[config.mk]
export PLATFORM = sky130hd
export DESIGN_NAME = usr_cmd_sequencer
export DESIGN_NICKNAME = d
export VERILOG_FILES = /design/src/rtl/usr_pkg.sv /design/src/rtl/usr_step_counter.sv /design/src/rtl/usr_cmd_sequencer.sv
export SDC_FILE = /design/constraint.sdc
export NUM_CORES = 1
export LEC_CHECK = 0
export CAP_MARGIN = 20
export CORE_AREA = 2 2 53 55
export DETAILED_ROUTE_END_ITERATION = 10
export DIE_AREA = 0 0 55 57
export GPL_ROUTABILITY_DRIVEN = 0
export PLACE_DENSITY = 0.69
export SYNTH_ARGS = -nofsm -noshare
export SYNTH_HDL_FRONTEND = slang
export SYNTH_HIERARCHICAL = 1
export SYNTH_SLANG_ARGS = --single-unit
[constraint.sdc]
create_clock -name i_clk -period 1.78 [get_ports i_clk]
set_input_delay 0.356 -clock i_clk [delete_from_list [all_inputs] [get_ports i_clk]]
set_output_delay 0.356 -clock i_clk [all_outputs]
set_load 0.03 [all_outputs]
[src/rtl/usr_pkg.sv]
// Shared definitions for the universal shift register command sequencer:
// opcodes, mux select encodings, FSM state encoding and opcode helpers.
package usr_pkg;

  localparam logic [2:0] OP_NOP  = 3'b000;
  localparam logic [2:0] OP_LOAD = 3'b001;
  localparam logic [2:0] OP_SHR  = 3'b010;
  localparam logic [2:0] OP_SHL  = 3'b011;
  localparam logic [2:0] OP_ROR  = 3'b100;
  localparam logic [2:0] OP_ROL  = 3'b101;

  localparam logic [1:0] SEL_HOLD = 2'b00;
  localparam logic [1:0] SEL_SHR  = 2'b01;
  localparam logic [1:0] SEL_SHL  = 2'b10;
  localparam logic [1:0] SEL_LOAD = 2'b11;

  typedef enum logic [1:0] {
    ST_IDLE  = 2'b00,
    ST_LOAD  = 2'b01,
    ST_SHIFT = 2'b10,
    ST_DONE  = 2'b11
  } state_t;

  function automatic logic is_shift_op(input logic [2:0] op);
    return (op >= OP_SHR) && (op <= OP_ROL);
  endfunction

  function automatic logic is_illegal_op(input logic [2:0] op);
    return op > OP_ROL;
  endfunction

endpackage

[src/rtl/usr_step_counter.sv]
// Loadable down-counter tracking remaining shift positions; term flags the
// final step so the FSM can leave SHIFT on that same strobe edge.
module usr_step_counter #(
  parameter int CNT_WIDTH = 3
) (
  input  logic                 i_clk,
  input  logic                 clr,
  input  logic                 load,
  input  logic [CNT_WIDTH-1:0] load_val,
  input  logic                 dec,
  output logic                 term
);

  logic [CNT_WIDTH-1:0] remaining_reg;

  always_ff @(posedge i_clk or negedge clr) begin
    if (!clr) begin
      remaining_reg <= '0;
    end else if (load) begin
      remaining_reg <= load_val;
    end else if (dec && (remaining_reg != '0)) begin
      remaining_reg <= remaining_reg - CNT_WIDTH'(1);
    end
  end

  assign term = (remaining_reg == CNT_WIDTH'(1));

endmodule

[src/rtl/usr_cmd_sequencer.sv]
// Command sequencer for a 4:1-mux universal shift register: accepts one
// command, then steers mux select, serial fill and parallel data per strobe.
module usr_cmd_sequencer
  import usr_pkg::*;
#(
  parameter int DATA_WIDTH  = 4,
  parameter int DATA_WIDTH1 = 2,
  parameter int CNT_WIDTH   = 3
) (
  input  logic                   i_clk,
  input  logic                   clr,
  input  logic                   step_en,
  input  logic                   cmd_valid,
  output logic                   cmd_ready,
  input  logic [2:0]             cmd_op,
  input  logic [CNT_WIDTH-1:0]   cmd_cnt,
  input  logic [DATA_WIDTH-1:0]  cmd_data,
  input  logic                   cmd_fill,
  input  logic [DATA_WIDTH-1:0]  q_in,
  output logic [DATA_WIDTH1-1:0] sel_mux,
  output logic                   sr,
  output logic                   sl,
  output logic [DATA_WIDTH-1:0]  par_in,
  output logic                   busy,
  output logic                   done,
  output logic                   err
);

  state_t                state_reg;
  logic [2:0]            op_reg;
  logic [DATA_WIDTH-1:0] data_reg;
  logic                  fill_reg;
  logic                  busy_reg;
  logic                  done_reg;
  logic                  err_reg;
  logic                  accept;
  logic                  shift_step;
  logic                  term;
  logic                  load_strobe;
  logic                  unused_q_mid;

  assign accept     = (state_reg == ST_IDLE) && cmd_valid;
  assign shift_step = (state_reg == ST_SHIFT) && step_en;

  usr_step_counter #(
    .CNT_WIDTH(CNT_WIDTH)
  ) u_step_counter (
    .i_clk   (i_clk),
    .clr     (clr),
    .load    (accept),
    .load_val(cmd_cnt),
    .dec     (shift_step),
    .term    (term)
  );

  always_ff @(posedge i_clk or negedge clr) begin
    if (!clr) begin
      state_reg <= ST_IDLE;
      op_reg    <= OP_NOP;
      data_reg  <= '0;
      fill_reg  <= 1'b0;
      busy_reg  <= 1'b0;
      done_reg  <= 1'b0;
      err_reg   <= 1'b0;
    end else begin
      case (state_reg)
        ST_IDLE: begin
          if (cmd_valid) begin
            op_reg   <= cmd_op;
            data_reg <= cmd_data;
            fill_reg <= cmd_fill;
            if (cmd_op == OP_LOAD) begin
              state_reg <= ST_LOAD;
              busy_reg  <= 1'b1;
            end else if (is_shift_op(cmd_op) && (cmd_cnt != '0)) begin
              state_reg <= ST_SHIFT;
              busy_reg  <= 1'b1;
            end else begin
              // NOP, zero-count shift and illegal ops complete without touching the register
              state_reg <= ST_DONE;
              done_reg  <= 1'b1;
              err_reg   <= is_illegal_op(cmd_op);
            end
          end
        end
        ST_LOAD: begin
          if (step_en) begin
            state_reg <= ST_DONE;
            busy_reg  <= 1'b0;
            done_reg  <= 1'b1;
          end
        end
        ST_SHIFT: begin
          if (step_en && term) begin
            state_reg <= ST_DONE;
            busy_reg  <= 1'b0;
            done_reg  <= 1'b1;
          end
        end
        default: begin
          state_reg <= ST_IDLE;
          done_reg  <= 1'b0;
          err_reg   <= 1'b0;
        end
      endcase
    end
  end

  assign cmd_ready   = (state_reg == ST_IDLE);
  assign busy        = busy_reg;
  assign done        = done_reg;
  assign err         = err_reg;
  assign load_strobe = (state_reg == ST_LOAD) && step_en;

  genvar gi;
  generate
    for (gi = 0; gi < DATA_WIDTH; gi++) begin : g_par
      assign par_in[gi] = load_strobe & data_reg[gi];
    end
  endgenerate

  // Rotates feed the register's own end bit back in; shifts use the latched fill
  always_comb begin
    sel_mux = DATA_WIDTH1'(SEL_HOLD);
    sr      = 1'b0;
    sl      = 1'b0;
    if (load_strobe) begin
      sel_mux = DATA_WIDTH1'(SEL_LOAD);
    end else if (state_reg == ST_SHIFT) begin
      case (op_reg)
        OP_SHR: begin
          sr = fill_reg;
          if (step_en) sel_mux = DATA_WIDTH1'(SEL_SHR);
        end
        OP_ROR: begin
          sr = q_in[0];
          if (step_en) sel_mux = DATA_WIDTH1'(SEL_SHR);
        end
        OP_SHL: begin
          sl = fill_reg;
          if (step_en) sel_mux = DATA_WIDTH1'(SEL_SHL);
        end
        OP_ROL: begin
          sl = q_in[DATA_WIDTH-1];
          if (step_en) sel_mux = DATA_WIDTH1'(SEL_SHL);
        end
        default: begin
          sel_mux = DATA_WIDTH1'(SEL_HOLD);
        end
      endcase
    end
  end

  assign unused_q_mid = ^q_in;

endmodule

* Word level (Yosys, flattened, before mapping) *
Index checks and enable logic that the tools add are counted.

operators by class
  equality and inequality tests = 14
  multiplexer cells = 35
  order comparisons = 3
  reduce and logical (&&, ||, !) cells = 20
  add/sub/neg operators = 1
  bitwise operators = 5

operator list
  operator             number
  $mux 1               19
  $mux 2               7
  $reduce_and 5->1     2
  $reduce_bool 3->1    3
  $ne 2x2->1 const B   4
  $logic_and 1x1->1    7
  $eq 3x1->1 const B   2
  $eq 3x2->1 const B   2
  $eq 3x3->1 const B   2
  $mux 3               2
  $pmux 1 s2           3
  $pmux 1 s3           2
  $pmux 2 s3           1
  $reduce_or 2->1      3
  $and 1x1->1          4
  $pmux 2 s2           1
  $reduce_and 4->1     1
  $ge 3x2->1 const B   1
  $gt 3x3->1 const B   1
  $le 3x3->1 const B   1
  $ne 3x1->1 const B   1
  $reduce_and 3->1     1
  $sub 3x1->3 const B  1
  $eq 2x1->1 const B   1
  other kinds (6)      6

word-level totals
  word-level logic and storage cells = 86
  register bits = 16
  output and inout port bits = 12
  input port bits = 19

* Depth between registers and ports, before layout *
  depth in word-level cells = 7
  gate-level depth with buffers = 7
  depth with buffers taken out = 7

* Cells and area by module *
The synthesis kept the hierarchy.

modules (own cells, without submodules)
  module             instances  sequential area each (µm²)  cells an instance  area an instance (µm²)
  usr_cmd_sequencer  1          325.3                       76                 765.7
  usr_step_counter   1          75.1                        24                 221.5

* Worst setup path after synthesis *
OpenSTA, ideal clock, no wires.

  path type = register to output
  start = register state_reg[1]
  end = output sl
  stages on the path, launching flop included = 6
  path slack = -155 ps
  data required time = 1424 ps
  arrival = 1579 ps
  path buffers = 0
  path through = dfrtp_1 > inv_1 > ha_1 > nand2_1 > nand2_1 > a211oi_1

between the ends
  word-level cells in the longest chain between the ends = 3
  elaborated cells between the ends (all ways) = 5
  those cells by class = eq/ne: 2; mux: 2; reduce/logical: 1

RTL lines
  element                                             RTL line                                            text
  start, declared                                     usr_cmd_sequencer.sv:29                             state_t state_reg;
  start signal, assigned                              usr_cmd_sequencer.sv:58                             state_reg <= ST_IDLE;
  start signal, assigned                              usr_cmd_sequencer.sv:73                             state_reg <= ST_LOAD;
  start signal, assigned                              usr_cmd_sequencer.sv:76                             state_reg <= ST_SHIFT;
  $eq 2x2->1 / $eq 2x1->1 (equally long branches)     usr_cmd_sequencer.sv:129, usr_cmd_sequencer.sv:113
  $mux 1 / $logic_and 1x1->1 (equally long branches)  usr_cmd_sequencer.sv:129, usr_cmd_sequencer.sv:113
  $mux 1 *                                            usr_cmd_sequencer.sv:127                            if (load_strobe) begin
  end, declared                                       usr_cmd_sequencer.sv:22                             output logic sl,

Mark *: on every way between the ends. The rest lies on a longest branch, timed or not.

* Worst setup path in the final report *
  start = register state_reg[0]
  end = output sel_mux[1]

between the ends
  word-level cells in the longest chain between the ends = 3
  elaborated cells between the ends (all ways) = 5
  those cells by class = eq/ne: 2; mux: 2; reduce/logical: 1

RTL lines
  element                                             RTL line                                            text
  $eq 2x2->1 / $eq 2x1->1 (equally long branches)     usr_cmd_sequencer.sv:129, usr_cmd_sequencer.sv:113
  $mux 2 / $logic_and 1x1->1 (equally long branches)  usr_cmd_sequencer.sv:129, usr_cmd_sequencer.sv:113
  $mux 2 *                                            usr_cmd_sequencer.sv:127
  end, declared                                       usr_cmd_sequencer.sv:20                             output logic [DATA_WIDTH1-1:0] sel_mux,

Marked as above.

==> flow_summary.json <==
{
  "status": "finished with violations",
  "violations": "setup timing",
  "firstDrtPassIters": 4,
  "async_flop_share_pct": 100,
  "synth_top_cells_by_area": "dfrtp_1, ha_1, mux2_2",
  "diodes": 0,
  "ys_ff_latch": 16,
  "rows": 19,
  "worst_r2r_path_depth": 8,
  "maxSlewViolCount": 0,
  "antenna_found_initial": 0,
  "clock_latency_ns": 0.29,
  "port_buffers": 28,
  "p_comb_share_pct": 65.2,
  "setup_violations": 4,
  "placed_area_um2": 1350,
  "synth_warnings": 6,
  "cp_max_fo": 3,
  "layout_common_cells": "clkdlybuf4s50_1, buf_4, dfrtp_1",
  "cellPowerDensity_nw_per_um2": 1700,
  "die_area_um2": 3140,
  "finalHoldViolations": 0,
  "setup_tns_ns": -0.205,
  "cts_sinks": 16,
  "root_buffer": "clkbuf_4",
  "holdCritPathClass": "in2async",
  "synth-edff-count": 0,
  "path_clk_slew_ns": 0.10,
  "drv_cap": 0,
  "p_seq_share_pct": 25.5,
  "grt_pass1_wl_um": 3820,
  "drt_iter0_markers": 10,
  "fin_ws_ns": -0.0786,
  "clk_path_buf_depth": 2,
  "drtAntennaViolNets": 0,
  "synth_top_area_share_pct": 40.6,
  "peakVddDrop_uv": 1170,
  "numCtsBuffers": 3,
  "cp-end-kind": "output pin",
  "yosysUniqueCellTypes": 30,
  "total_power_mw": 2.65,
  "drcViolationCount": 0,
  "synth_area_per_cell_um2": 9.87,
  "slew_headroom_pct": 69.3,
  "switching_share_pct": 40.7,
  "place_hpwl_um": 1690,
  "p_int_mw": 1.57,
  "p_switching_mw": 1.08,
  "design_area_um2": 1560,
  "via_per_inst": 5.01,
  "startpoint_type": "register",
  "grt_overflow": 0,
  "cts_tree": "built",
  "syn_nets": 127,
  "dp_cells": 167,
  "die_y_um": 57,
  "fin_skew_ns": 0.00220,
  "totalWireLength_um": 2330,
  "design.core.area_um2": 2620,
  "clkPwrFrac_pct": 9.3,
  "worst_slew_pin_slew_ns": 0.457,
  "areaGrowthSynthToFinish_pct": 57.7,
  "drive_above_1_share_pct": 38.9,
  "syn_area_um2": 987,
  "final_cells": 180,
  "grt_max_degree": 17,
  "io_pins": 31,
  "worstSetupPathType": "reg2out",
  "max_stage_delay_ns": 0.44,
  "rsz0062_at_grt": "yes",
  "crit_path_top_delay_cell": "dfrtp_1",
  "start_util_pct": 37.8,
  "cp.required_ns": 1.42,
  "max_freq_mhz": 538,
  "synth_ff_type": "dfrtp_1",
  "via_count": 902,
  "die_x_um": 55,
  "largest_reg_flops": 4,
  "syn_inst": 100,
  "wl_per_cell_um": 12.9,
  "period_share_pct": 104,
  "seq_area_frac_synth_pct": 40.6,
  "cp.arrival_ns": 1.50,
  "cp_cell_sequence": "inv_2 -> ha_4 -> o21ai_4 -> o21ba_4 -> nor2b_2 -> buf_6",
  "htree_levels": 1,
  "first_global_vias": 935,
  "leakagePower_nw": 0.702,
  "finalNetCount": 177,
  "yosysTopAreaCell": "dfrtp_1",
  "min_period_ns": 1.86,
  "track_usage_pct": 16.7
}
==> stage by stage <==
stage	util, %	hold WS [ns]	worst slack [ns]
4_1_cts	56.5	0.381	-0.0793
3_5_place_dp	51.5	0.489	-0.0830
6_report	59.5	0.372	-0.0786
2_1_floorplan	-	0.0604	-0.155
5_1_grt	59.5	0.393	-0.162
3_3_place_gp	51.5	0.481	-0.0678
==> routing by layer <==
layer	wire length, um	up-vias	global-route usage [%]
li1	-	453	-
met1	1070	434	20.3
met2	1210	15	29.1
met3	50	0	2.36
met4	0	0	6.27
met5	0	-	0
==> cell type report <==
cell class / instances / area [um^2]
inverters: 8 / 30.0
clock buffers: 4 / 36.3
flip-flops and latches: 16 / 400
well taps: 31 / 38.8
repair buffers: 45 / 414
multi-input cells: 76 / 637
fillers: 236 / 1060
==> cell usage after synthesis (2+ instances only) <==
cell type / count
ha_1: 8
dfrtp_1: 16
o21ai_0: 6
nand3_1: 4
nand2_1: 14
and3_1: 4
a21oi_1: 4
nor2b_1: 3
inv_1: 8
mux2_2: 7
a211oi_1: 2
o31ai_1: 4
nor2_1: 3
==> cell families (layout without fill, tap and decap cells) <==
| logic type | Yosys count | in the layout | synth area share (%) |
|---|---|---|---|
| and+or+nand+nor | 36 | 36 | 19.8 |
| AOI/OAI and AO/OA | 24 | 24 | 17.5 |
| DFF | 16 | 16 | 40.6 |
| adders and majority gates | 8 | 8 | 10.1 |
| muxes | 8 | 8 | 9.00 |
| buffers and inverters | 8 | 57 | 3.04 |
==> power groups by stage <==
stage          Clock (mW)  Sequential [mW]  Combinational, mW
4_1_cts             0.249            0.665               1.55
3_3_place_gp            0            0.665               1.33
2_1_floorplan           0            0.712              0.864
6_report            0.246            0.674               1.73
5_1_grt             0.267            0.693               1.90
3_5_place_dp            0            0.674               1.36
==> final timing paths <==
| kind | startpoint | endpoint | slack (ns) |
|---|---|---|---|
| max | state_reg[0] | sel_mux[1] | -0.08 |
| min | clr | op_reg[1] | 0.37 |
| max reg2reg | state_reg[1] | busy | 0.09 |
| min reg2reg | data_reg[2] | data_reg[2] | 0.52 |
| max in group asynchronous | clr | op_reg[2] | 1.23 |
| min in group i_clk | data_reg[2] | data_reg[2] | 0.52 |
==> worst max-delay path, delay by kind of cell (launching register included) <==
family / cells / cell delay [ns]
AOI/OAI and AO/OA: 2 / 0.25
buffers and inverters: 2 / 0.24
adders and majority gates: 1 / 0.16
DFF: 1 / 0.44
and+or+nand+nor: 1 / 0.12
==> timing repair <==
action,CTS,global route
hold buffers,0,0
setup buffers,6,4
hold endpoints to repair,0,0
setup endpoints to repair,8,10
gates resized for setup,14,12
pin swaps,3,5
(Power assumes the default switching activity.)
